### src/rtl/step_sequencer.sv
// step_sequencer: NUM_CHANNELS x NUM_STEPS drum step sequencer.
// It walks a pattern grid at a runtime tempo and hands per-step channel
// triggers to the sample fetcher, one at a time, lowest channel first.
// Optional feature: define SWING_EN to lengthen even steps and shorten
// odd steps by a quarter period.
module step_sequencer #(
  parameter int NUM_CHANNELS = 4,
  parameter int NUM_STEPS    = 12,
  parameter int PERIOD_W     = 32,
  parameter int CH_W         = (NUM_CHANNELS > 1) ? $clog2(NUM_CHANNELS) : 1,
  parameter int STEP_W       = $clog2(NUM_STEPS)
) (
  input  logic                              Clk,
  input  logic                              Reset,
  input  logic                              run,
  input  logic                              restart,
  input  logic [PERIOD_W-1:0]               step_period,
  input  logic [NUM_CHANNELS*NUM_STEPS-1:0] pattern,
  input  logic [NUM_CHANNELS-1:0]           channel_mute,
  input  logic                              req_ready,
  output logic                              req_valid,
  output logic [CH_W-1:0]                   req_channel,
  output logic [STEP_W-1:0]                 step_idx,
  output logic                              step_strobe,
  output logic                              overrun,
  output logic                              playing
);

  typedef enum logic [1:0] {IDLE, PLAY, PAUSE} state_t;

  localparam logic [PERIOD_W:0] ONE_P = (PERIOD_W + 1)'(1);

  state_t                  state_q, state_d;
  logic [PERIOD_W-1:0]     count_q, count_d;
  logic [STEP_W-1:0]       step_q, step_d;
  logic                    strobe_q, strobe_d;
  logic                    overrun_q, overrun_d;
  logic [NUM_CHANNELS-1:0] pending_q, pending_d;
  logic                    valid_q, valid_d;
  logic [CH_W-1:0]         chan_q, chan_d;

  logic [PERIOD_W:0]       base_period;
  logic [PERIOD_W:0]       eff_period;
  logic                    tick_done;

  logic                    load;
  logic                    hold;
  logic                    found;
  logic [STEP_W-1:0]       new_step;
  logic [NUM_CHANNELS-1:0] column;
  logic [NUM_CHANNELS-1:0] low_mask;
  logic [CH_W-1:0]         low_idx;

  // Length of the step currently being timed, and whether it has elapsed.
  always_comb begin
    base_period = (step_period == '0) ? ONE_P : {1'b0, step_period};
`ifdef SWING_EN
    if (step_q[0] == 1'b0) begin
      eff_period = base_period + (base_period >> 2);
    end else begin
      eff_period = base_period - (base_period >> 2);
    end
    if (eff_period == '0) begin
      eff_period = ONE_P;
    end
`else
    eff_period = base_period;
`endif
    tick_done = ({1'b0, count_q} >= (eff_period - ONE_P));
  end

  // Play/pause FSM, step timing, pending-trigger bookkeeping and arbiter.
  always_comb begin
    state_d   = state_q;
    count_d   = count_q;
    step_d    = step_q;
    strobe_d  = 1'b0;
    overrun_d = 1'b0;
    pending_d = pending_q;
    valid_d   = valid_q;
    chan_d    = chan_q;
    load      = 1'b0;
    new_step  = step_q;
    hold      = valid_q & ~req_ready;
    column    = '0;
    low_mask  = '0;
    low_idx   = '0;
    found     = 1'b0;

    case (state_q)
      IDLE: begin
        if (run) begin
          state_d  = PLAY;
          count_d  = '0;
          load     = 1'b1;
          new_step = '0;
        end
      end
      PLAY: begin
        if (!run) begin
          state_d = PAUSE;
        end else if (tick_done) begin
          count_d  = '0;
          load     = 1'b1;
          new_step = (step_q == STEP_W'(NUM_STEPS - 1)) ? '0 : step_q + STEP_W'(1);
        end else begin
          count_d = count_q + PERIOD_W'(1);
        end
      end
      PAUSE: begin
        if (run) begin
          state_d = PLAY;
        end
      end
      default: begin
        state_d = IDLE;
      end
    endcase

    for (int c = 0; c < NUM_CHANNELS; c++) begin
      for (int s = 0; s < NUM_STEPS; s++) begin
        if (STEP_W'(s) == new_step) begin
          column[c] = pattern[c*NUM_STEPS + s];
        end
      end
    end

    for (int i = 0; i < NUM_CHANNELS; i++) begin
      if (!found && pending_q[i]) begin
        found       = 1'b1;
        low_idx     = CH_W'(i);
        low_mask[i] = 1'b1;
      end
    end

    if (load) begin
      // Unserved triggers of the old step are dropped; an in-flight
      // request survives because the fetcher may already be looking at it.
      step_d    = new_step;
      strobe_d  = 1'b1;
      overrun_d = |pending_q;
      pending_d = column & ~channel_mute;
      if (!hold) begin
        valid_d = 1'b0;
      end
    end else if (!hold) begin
      if (found) begin
        valid_d   = 1'b1;
        chan_d    = low_idx;
        pending_d = pending_q & ~low_mask;
      end else begin
        valid_d = 1'b0;
      end
    end

    if (restart) begin
      state_d   = IDLE;
      count_d   = '0;
      step_d    = '0;
      strobe_d  = 1'b0;
      overrun_d = 1'b0;
      pending_d = '0;
      valid_d   = 1'b0;
      chan_d    = '0;
    end
  end

  // State and datapath registers.
  always_ff @(posedge Clk or posedge Reset) begin
    if (Reset) begin
      state_q   <= IDLE;
      count_q   <= '0;
      step_q    <= '0;
      strobe_q  <= 1'b0;
      overrun_q <= 1'b0;
      pending_q <= '0;
      valid_q   <= 1'b0;
      chan_q    <= '0;
    end else begin
      state_q   <= state_d;
      count_q   <= count_d;
      step_q    <= step_d;
      strobe_q  <= strobe_d;
      overrun_q <= overrun_d;
      pending_q <= pending_d;
      valid_q   <= valid_d;
      chan_q    <= chan_d;
    end
  end

  assign req_valid   = valid_q;
  assign req_channel = chan_q;
  assign step_idx    = step_q;
  assign step_strobe = strobe_q;
  assign overrun     = overrun_q;
  assign playing     = (state_q == PLAY);

endmodule

### config.mk
export PLATFORM = sky130hd
export DESIGN_NAME = step_sequencer
export DESIGN_NICKNAME = d
export VERILOG_FILES = /design/src/rtl/step_sequencer.sv
export SDC_FILE = /design/constraint.sdc
export NUM_CORES = 1
export LEC_CHECK = 0
export CORE_MARGIN = 10
export CORE_UTILIZATION = 47
export DETAILED_ROUTE_END_ITERATION = 12
export GPL_TIMING_DRIVEN = 0
export HOLD_SLACK_MARGIN = 0.1
export PLACE_DENSITY = 0.82
export SLEW_MARGIN = 10
export SYNTH_ARGS = -nofsm -noshare
export SYNTH_HDL_FRONTEND = slang
export SYNTH_SLANG_ARGS = --single-unit
export TNS_END_PERCENT = 100
### constraint.sdc
create_clock -name Clk -period 3 [get_ports Clk]
set_clock_uncertainty 0.1 [all_clocks]
set_input_delay 0.6 -clock Clk [delete_from_list [all_inputs] [get_ports Clk]]
set_output_delay 0.6 -clock Clk [all_outputs]
set_load 0.02 [all_outputs]
---- Word level (Yosys, flattened, before mapping) ----
Index checks and enable logic that the tools add are counted.
cells by class
  equal/unequal tests ..................... 21
  multiplexer cells ....................... 96
  order comparisons ....................... 1
  bitwise gates (word level) .............. 6
  add/subtract/negate cells ............... 3
  reduce and logical (&&, ||, !) cells .... 19
operator list
  cell                   number
  $mux 32                5
  $mux 1                 68
  $pmux 32 s2            1
  $mux 4                 10
  $ge 32x33->1           1
  $sub 32x1->33 const B  1
  $add 32x1->32 const B  1
  $logic_not 32->1       1
  $mux 2                 9
  $eq 3x4->1 const A     4
  $eq 4x4->1 const A     4
  $ne 3x3->1 const B     4
  $and 4x4->4            2
  $eq 2x4->1 const A     2
  $not 4->4              2
  $pmux 4 s2             1
  $reduce_and 3->1       2
  $reduce_bool 3->1      2
  $add 4x1->4 const B    1
  $eq 1x4->1 const A     1
  $eq 4x4->1 const B     1
  $logic_not 4->1        1
  $ne 2x2->1 const B     2
  $pmux 2 s2             1
  other kinds (13)       19
word-level totals
  register bits after elaboration ......... 47
  input port bits ......................... 89
  logic and storage cells ................. 154

---- Logic depth before layout (Yosys ltp) ----
Gate-level depths: netlist of the first run.
  depth after elaboration ................. 23
  mapped depth ............................ 24

---- Worst setup path before layout of the first run ----
Ideal clock, no wire load.
  path type ............................... input-to-reg
  start point ............................. in step_period[3]
  end point ............................... reg pending_q[0]
  buffers on the path ..................... 1
  data arrival time ....................... 5728 ps
  library setup time ...................... 82 ps
  required time ........................... 2818 ps
  path slack .............................. -2910 ps
  stages on the path ...................... 21
  cell sequence ........................... or4_4 nor2_1 nand3_1 or4_1 or3_1 nor4_2 inv_1 or3_1 xor2_1 ha_1 nand3_1 nor4_2 and4_1 nor3_2 a2111oi_2 and4_4 buf_6 o21ai_2 o41a_1 o31a_1 a31oi_1
on the way
  cells in the longest elaborated chain, start to end .. 23
  elaborated cells between the ends (all ways) .. 40
  classes of those cells .................. add/sub: 1; order compare: 1; eq/ne: 12; mux: 21; bitwise: 1; reduce/logical: 4
ends and longest elaborated chain
  element               RTL line  source
  start, declared       17        input logic [PERIOD_W-1:0] step_period,
  $logic_not 32->1      56        base_period = (step_period == '0) ? ONE_P : {1'b0, step_period};
  $mux 32 (*)           56
  $sub 32x1->33 (*)     69        tick_done = ({1'b0, count_q} >= (eff_period - ONE_P));
  $ge 32x33->1 (*)      69
  $mux 4                102       end else if (tick_done) begin
  $mux 4                100       if (!run) begin
  $pmux 4 s2            90        case (state_q)
  $logic_not 4->1       122       if (STEP_W'(s) == new_step) begin
  $mux 1 (12 in a row)  122
  $and 4x4->4           142       pending_d = column & ~channel_mute;
  $mux 4                136       if (load) begin
  $mux 4                156       if (restart) begin
  end signal, assigned  185       pending_q <= pending_d;
  end, declared         38        logic [NUM_CHANNELS-1:0] pending_q, pending_d;
Mark *: on every way between the ends. The rest lies on a longest branch, timed or not.
A chain may end at the register's enable or synchronous reset.

---- Worst setup path after layout of the first run ----
  start point ............................. in step_period[8]
  end point ............................... reg pending_q[0]
The elaborated chain is that of the path after synthesis.

==> Flow_metrics.wiki, run 1 <==
{| class="wikitable"
! Metric !! Value
|-
| Startpoint Class || primary input
|-
| Post-route setup slack || -3020 ps
|-
| Drt wl/cell || between 20 and 25 um
|-
| Fin. Hold Viols || 0
|-
| Final GP Congestion || 0.927
|-
| Setup slack on the worst flop-to-flop path || -1030 ps
|-
| CTS Buf Count || 5
|-
| Vias in the first global route || 5225
|-
| Antenna violations before repair || 0
|-
| Data required time at the worst endpoint || between 3000 and 4000 ps
|-
| Peak supply drop || 0.231 mV
|-
| Number of cells traversed by the worst register-to-register path || 11
|-
| Clock latency of the later-clocked register in the worst-skew pair || 310 ps
|-
| FF-to-FF Start || count_q[0]
|-
| Reported leakage power || slightly below 3 nW
|-
| Root Buffer Master || sky130_fd_sc_hd__clkbuf_8
|-
| Capture point of the worst reg-to-reg path || count_q[30]
|-
| Total congestion overflow || 0
|-
| Fill cell count || slightly below 600
|-
| Arrival time worst endpoint || ~6100 ps
|-
| Routing usage on met2 || 36.8%
|-
| Synthesis-stage register bit count || 47
|-
| Area Overhead vs Synth || 56.1%
|-
| Fraction of registers with async set or reset after synthesis || 100%
|-
| Library cell occupying the most area in the post-synthesis netlist || sky130_fd_sc_hd__dfrtp_1
|-
| Largest net degree at the start of global routing || 26
|-
| Number of levels the H-tree was split into || 2
|-
| Synth top cells by count || sky130_fd_sc_hd__nand2_1 (60), sky130_fd_sc_hd__nor2_1 (52), sky130_fd_sc_hd__o21ai_0 (49), sky130_fd_sc_hd__dfrtp_1 (47), sky130_fd_sc_hd__ha_1 (35)
|-
| Final cell area excluding filler cells || 0.00698 mm2
|-
| Detail-routed via count per cell || 6.45
|-
| Slowest cell on crit path || sky130_fd_sc_hd__nor4b_4
|-
| Pwr Density || around 210 mW/mm2
|-
| Cells along the critical path || buf_8 > or4_4 > buf_6 > nor4b_4 > nand2_2 > or3_4 > or4_4 > nor4_4 > xnor2_1 > ha_1 > buf_4 > a211oi_2 > o21ai_2 > or3_4 > o211ai_1 > buf_4 > a21boi_4 > buf_6 > mux2i_1 > o41a_1 > o31a_1 > a31oi_1
|-
| Max-Cap Viols || 0
|-
| Count of different cell masters after synthesis || 74
|-
| Setup crit end || pending_q[0]
|-
| Min-delay worst type || reg2reg
|-
| DRC || 0
|-
| Startpoint of the most critical setup path || step_period[8]
|-
| Top FF cell, synth || sky130_fd_sc_hd__dfrtp_1
|-
| Post-Synthesis Net Count || roughly 670
|-
| Dpl hpwl || 11500 um
|-
| Detailed-route via count || 5403
|-
| RSZ-0062 raised after global routing || true
|-
| Chip width || 118 um
|-
| Busiest grt layer || met2
|-
| Fraction of power spent switching nets || 29.5%
|-
| Row cnt || 35
|-
| GR Util met3 || 4.75%
|-
| Chip height || 118 um
|-
| Number of nets in the final layout || 833
|-
| Result of the run || complete, but fails checks
|-
| Area enclosed by the die boundary || 0.0138 mm2
|-
| Remaining antenna violation count || 0
|-
| Instance count on the critical path || 22
|-
| Reg power frac || 44.6%
|-
| Port-buffer cells || 98
|-
| Ratio of final minimum period to clock period || 201%
|-
| Post-synthesis instance area || 0.00447 mm2
|-
| Worst slack at placement || -4480 ps
|-
| CTS sink cnt || 47
|-
| Gr usage total || a little over a fifth
|-
| Switching pwr || roughly 0.43 mW
|-
| Largest fanout on the critical path || 5
|-
| Kind of cell with the highest combined delay on the critical path || simple AND/OR/NAND/NOR gates
|-
| Gate count after technology mapping || approximately 550
|-
| Max-Slew Margin vs Limit || 33.2%
|-
| Initial DRC count || 484
|-
| Met1 track demand over resource in global routing || 25.5%
|-
| Worst path buffer plus inverter count || 5
|-
| YS warnings || 0
|-
| WL final || 17900 um
|-
| Internal power || 1.02 mW
|-
| Syn avg cell area || 8.17 um2
|-
| Share of total power in the clock network || about 29%
|-
| Finish-stage setup viols || between 40 and 50
|-
| Slew Viols, Final || 0
|-
| Pwr Total || 1.44 mW
|-
| Kind of end point of the critical path || register
|-
| Top area cells in the synthesized netlist || sky130_fd_sc_hd__dfrtp_1 (26%), sky130_fd_sc_hd__ha_1 (9.8%), sky130_fd_sc_hd__o21ai_0 (5.5%)
|-
| Post-synth EDFFs || 0
|-
| Floorplan Core Area || 0.00924 mm2
|-
| Crit path time final || 6020 ps
|-
| Placed Instance Area || 0.00581 mm2
|-
| First-pass GRT wire length || ~26000 um
|-
| Kind of critical path || in2reg
|-
| Setup tns final || -110670 ps
|-
| Clk buf depth || 2
|-
| Area share of the leading cell type in the synthesized netlist || around a quarter
|-
| Final antenna diode count || 0
|-
| Fraction of final layout cells sized beyond drive strength 1 || a little under a third
|-
| Count of boundary I/O pins || 99
|-
| Clock tree from TritonCTS || yes
|-
| Slew at the pin with the worst max-slew slack || 995 ps
|-
| Pre-antenna DRT Iters || 5
|-
| CTS clk-pin slew, worst paths || roughly 90 ps
|-
| Sequential area share after synthesis || a little over a quarter
|-
| Violations in the final reports || negative setup slack
|-
| Initial cell density of the core || 48.4%
|-
| Combinational cell fraction of total power || 26.8%
|-
| Most numerous cell in the Yosys netlist || sky130_fd_sc_hd__nand2_1
|-
| Fmax || 166 MHz
|-
| CP peak stage delay || between 500 and 600 ps
|}
[cell type report]
type / instances / area [um2] / area share, %
Clock buffer: 6 / 82.6 / 1.18
Tap cell: 129 / 161 / 2.31
Buffer: 20 / 230 / 3.30
Sequential cell: 47 / 1180 / 16.9
Inverter: 13 / 48.8 / 0.700
Multi-Input combinational cell: 466 / 3830 / 54.9
Clock inverter: 1 / 5.00 / 0.0717
Timing Repair Buffer: 156 / 1440 / 20.6
[kinds of logic after synthesis]
logic type	after synthesis	share of synthesized area (%)
flops	47	26.3
fa+ha+maj	35	9.80
buf+inv	34	3.72
simple gates	239	28.8
mux	8	1.85
xor+xnor	33	6.47
compound gates	151	23.0
[power groups by stage]
stage | logic (mW) | registers (mW) | clock network [mW]
final | 0.386 | 0.644 | 0.413
after global placement | 0.316 | 0.656 | 0
after floorplan | 0.136 | 0.659 | 0
after detailed placement | 0.327 | 0.656 | 0
after CTS | 0.349 | 0.644 | 0.408
after global routing | 0.410 | 0.645 | 0.429
[state kept, by name (all words and copies together), names as in the netlist]
signal / flops
req_valid: 1
count_q: 32
req_channel: 2
step_idx: 4
overrun: 1
pending_q: 4
state_q: 2
step_strobe: 1
[per-layer routing]
layer  wire, um  vias to the layer above
met5          0                        -
met4        765                        0
met3       1410                       72
met2       8770                      316
met1       6960                     2624
li1           -                     2391
[cell usage in the layout, fill, tap and decap left out, drive strengths merged, types with 6 or more instances in the layout]
cell and n:
a21o 7, a21oi 23, a31oi 13, and2 9, and3 11, buf 78
clkbuf 22, clkdlybuf4s50 66, dfrtp 47, dlygate4sd2 13, ha 35, inv 13
mux2i 6, nand2 60, nand3 24, nand4 11, nor2 52, nor3 18
nor4 12, o21ai 53, o31ai 11, or3 8, or4 10, xnor2 23
xor2 10
[metrics by stage]
stage	util, %	std cells	hold WS [ps]
after floorplan	-	547	352
after global placement	62.7	774	373
after detailed placement	62.9	775	385
after CTS	69.7	814	400
after global routing	75.5	838	440
final	75.5	838	420
[worst min-delay path by stage]
stage / endpoint / cells after the start / start
2_1_floorplan: count_q[31] / 1 / count_q[31]
3_3_place_gp: count_q[31] / 1 / count_q[31]
3_5_place_dp: count_q[31] / 1 / count_q[31]
4_1_cts: count_q[31] / 1 / count_q[31]
5_1_grt: count_q[31] / 1 / count_q[31]
6_report: count_q[31] / 1 / count_q[31]
[repair_timing]
action	CTS	global route
pin swaps	45	44
setup buffers	32	22
hold buffers	0	0
gates resized for setup	141	90
cloned	1	2
endpoints found under the setup margin	45	45
endpoints found under the hold margin	0	0
(Power assumes the default switching activity.)
==> run 2: changes to the inputs <==
CORE_UTILIZATION = 55   (was 47)
PLACE_DENSITY = 0.9   (was 0.82)
SETUP_SLACK_MARGIN = 0.02   (was not set)
clock period = 7.6 ns   (was 3 ns; I/O delays follow)
==> run 2 against run 1 <==
  * The flow now finishes without violations
  * Cell area is 13% lower
  * Sequential power decreased by 61%
  * Sequential share of layout area up 2.5 points
  * Wire length shrank 14%
  * Register-to-register slack improved by 4800 ps
  * Clock-buffer cell count fell by 1
  * Core utilization up 2.2 points
  * Combinational power shrank 65%
  * Critical path depth up 1
  * Highest routed layer unchanged
==> Flow_metrics.wiki, run 2 (same netlist as run 1, synthesis figures left out) <==
{| class="wikitable"
! Metric !! Value
|-
| Fill cell count || 533 (was 586)
|-
| Clock latency of the later-clocked register in the worst-skew pair || 310 ps (about the same)
|-
| Max-Cap Viols || 0 (unchanged)
|-
| Most common cell after layout, fill and taps aside || sky130_fd_sc_hd__clkdlybuf4s50_1 (unchanged)
|-
| Initial cell density of the core || 57.2% (was 48.4%)
|-
| Initial DRC count || 499 (was 484)
|-
| Dpl hpwl || 11600 um (was 11500 um)
|-
| Detailed-route via count || 4881 (was 5403)
|-
| Min-delay worst type || reg2reg (unchanged)
|-
| Minimum hold slack || 428 ps (was 420 ps)
|-
| Detail-routed via count per cell || 6.36 (was 6.45)
|-
| Final GP Congestion || 0.926 (was 0.927)
|-
| CP peak stage delay || 580 ps (was 590 ps)
|-
| Startpoint Class || primary input (unchanged)
|-
| Cells along the critical path || clkdlybuf4s50_1 > or4_4 > nor2_4 > nand3_4 > or4_4 > or3_4 > nor4_4 > inv_1 > or3_1 > xor2_1 > ha_1 > a21o_1 > a211oi_1 > o21ai_2 > or3_1 > o211ai_1 > a21boi_2 > buf_6 > buf_4 > nor3_1 > a311oi_2 > a221oi_2 > o21ai_1 (was buf_8 > or4_4 > buf_6 > nor4b_4 > nand2_2 > or3_4 > or4_4 > nor4_4 > xnor2_1 > ha_1 > buf_4 > a211oi_2 > o21ai_2 > or3_4 > o211ai_1 > buf_4 > a21boi_4 > buf_6 > mux2i_1 > o41a_1 > o31a_1 > a31oi_1)
|-
| Chip width || 110 um (was 118 um)
|-
| Data required time at the worst endpoint || 7740 ps (was 3120 ps)
|-
| Gr usage total || 23.3% (was 21.6%)
|-
| Slew at the pin with the worst max-slew slack || 609 ps (was 995 ps)
|-
| Row cnt || 32 (was 35)
|-
| Fmax || between 100 and 150 MHz
|-
| Pwr Total || 0.581 mW (was 1.44 mW)
|-
| Remaining antenna violation count || 0 (unchanged)
|-
| Number of nets in the final layout || 788 (was 833)
|-
| Drt wl/cell || 20.1 um (was 21.4 um)
|-
| Final antenna diode count || 0 (unchanged)
|-
| Reported leakage power || 2.56 nW (was 2.95 nW)
|-
| Slew Viols, Final || 0 (unchanged)
|-
| CTS Buf Count || 5 (unchanged)
|-
| Largest fanout on the critical path || 10 (was 5)
|-
| Most flop-heavy register || count_q (unchanged)
|-
| Setup slack on the worst flop-to-flop path || 3730 ps (was -1030 ps)
|-
| Most used cells in the layout excluding fill and tap cells || sky130_fd_sc_hd__clkdlybuf4s50_1 (92), sky130_fd_sc_hd__nand2_1 (59), sky130_fd_sc_hd__nor2_1 (50), sky130_fd_sc_hd__dfrtp_1 (47), sky130_fd_sc_hd__o21ai_0 (45) (was sky130_fd_sc_hd__clkdlybuf4s50_1 (66), sky130_fd_sc_hd__nand2_1 (58), sky130_fd_sc_hd__dfrtp_1 (47), sky130_fd_sc_hd__buf_4 (43), sky130_fd_sc_hd__nor2_1 (36))
|-
| Largest net degree at the start of global routing || 39 (was 26)
|-
| Number of levels the H-tree was split into || 2 (unchanged)
|-
| Area enclosed by the die boundary || 0.0121 mm2 (was 0.0138 mm2)
|-
| Worst path buffer plus inverter count || 4 (was 5)
|-
| WL final || 15400 um (was 17900 um)
|-
| Slowest cell on crit path || sky130_fd_sc_hd__or4_4 (was sky130_fd_sc_hd__nor4b_4)
|-
| Max-Slew Margin vs Limit || 59.1% (was 33.2%)
|-
| Area Overhead vs Synth || 35.8% (was 56.1%)
|-
| Port-buffer cells || 98 (unchanged)
|-
| Number of buffers inserted by hold repair at cts || 0 (unchanged)
|-
| Crit path time final || 7570 ps
|-
| Placed Instance Area || 0.00560 mm2 (was 0.00581 mm2)
|-
| Antenna violations before repair || 0 (unchanged)
|-
| Floorplan Core Area || 0.00781 mm2 (was 0.00924 mm2)
|-
| Ratio of final minimum period to clock period || 99.6%
|-
| Kind of critical path || in2reg (unchanged)
|-
| Kind of end point of the critical path || register (unchanged)
|-
| Fraction of final layout cells sized beyond drive strength 1 || 13.4% (was 30.7%)
|-
| DRC || 0 (unchanged)
|-
| First-pass GRT wire length || 23000 um (was 25500 um)
|-
| Final cell area excluding filler cells || 0.00607 mm2 (was 0.00698 mm2)
|-
| Arrival time worst endpoint || 7710 ps (was 6140 ps)
|-
| CTS sink cnt || 47 (unchanged)
|-
| Pwr Density || 95.7 mW/mm2 (was 207 mW/mm2)
|-
| Clock tree from TritonCTS || yes (unchanged)
|-
| Kind of cell with the highest combined delay on the critical path || simple AND/OR/NAND/NOR gates (unchanged)
|-
| Max FFs per register || 32 (unchanged)
|-
| Root Buffer Master || sky130_fd_sc_hd__clkbuf_8 (unchanged)
|-
| Finish-stage setup viols || 0 (was 45)
|-
| Fin. Hold Viols || 0 (unchanged)
|-
| Vias in the first global route || 4580 (was 5225)
|-
| Total congestion overflow || 0 (unchanged)
|-
| Result of the run || finished, final reports clean (was complete, but fails checks)
|-
| Chip height || 110 um (was 118 um)
|-
| CTS clk-pin slew, worst paths || 90 ps (about the same)
|-
| Pre-antenna DRT Iters || 5 (unchanged)
|-
| Peak supply drop || 0.0646 mV (was 0.231 mV)
|-
| Count of boundary I/O pins || 99 (unchanged)
|-
| Clk buf depth || 2 (unchanged)
|}
[run 2: cell count changes in the layout (fill, tap and decap cells not counted), moves of 13 or more]
cell and delta:
sky130_fd_sc_hd__o21ai_1 -18, sky130_fd_sc_hd__dlygate4sd2_1 -13, sky130_fd_sc_hd__o21ai_0 +28, sky130_fd_sc_hd__buf_4 -30
sky130_fd_sc_hd__nor2_1 +14, sky130_fd_sc_hd__clkdlybuf4s50_1 +26
[run 2: path summary, 6_finish.rpt]
path	start	endpoint	depth (start not counted)
setup / recovery	step_period[4]	pending_q[2]	23
hold / removal	req_channel[0]	req_channel[0]	2
setup reg to reg	count_q[13]	pending_q[0]	13
hold reg to reg	req_channel[0]	req_channel[0]	2
max in group asynchronous	Reset	state_q[0]	3
min in group asynchronous	Reset	step_strobe	2
[run 2: worst min-delay path: cells and delay by family, from the launching register on]
family,cells,cell delay [ps]
AOI/OAI and AO/OA,1,50
DFF,1,380
and+or+nand+nor,1,60
[run 2: per-layer routing]
metal	wire, um	part of all wire, %	global-route usage [%]
met2	7480	48	38.6
met4	189	1.2	4.31
met3	1090	7.0	4.82
met1	6670	43	31.0
met5	0	0	0
[run 2: metrics by stage]
| step | instances | setup TNS, ps | utilization [%] | worst slack (ps) |
|---|---|---|---|---|
| detailed placement | 748 | -13480 | 71.7 | -881 |
| CTS | 757 | 0 | 74.1 | 27.6 |
| finish | 767 | 0 | 77.7 | 26.9 |
| global route | 767 | -637 | 77.7 | -155 |
| floorplan | 547 | 0 | - | 770 |
| global placement | 747 | -6740 | 71.4 | -701 |
[run 2: cell type report]
type	count	area (um2)	area share (%)
Multi-Input combinational cell	466	3360	55.4
Sequential cell	47	1180	19.4
Timing Repair Buffer	111	1110	18.2
Buffer	20	136	2.25
Tap cell	102	128	2.10
Clock buffer	5	68.8	1.13
Inverter	13	48.8	0.804
Clock inverter	3	43.8	0.722
[run 2: report_power, final]
part / leakage, nW / internal, mW / switching [mW] / total [mW]
logic: 1.85 / 0.0705 / 0.0637 / 0.134
registers: 0.653 / 0.252 / 0.00185 / 0.254
clock network: 0.0581 / 0.0982 / 0.0947 / 0.193
[run 2: repair_timing]
action | CTS | global route
buffers inserted | 1 | 11
pin swaps | 2 | 17
setup endpoints to repair | 24 | 26
gates resized for setup | 13 | 49
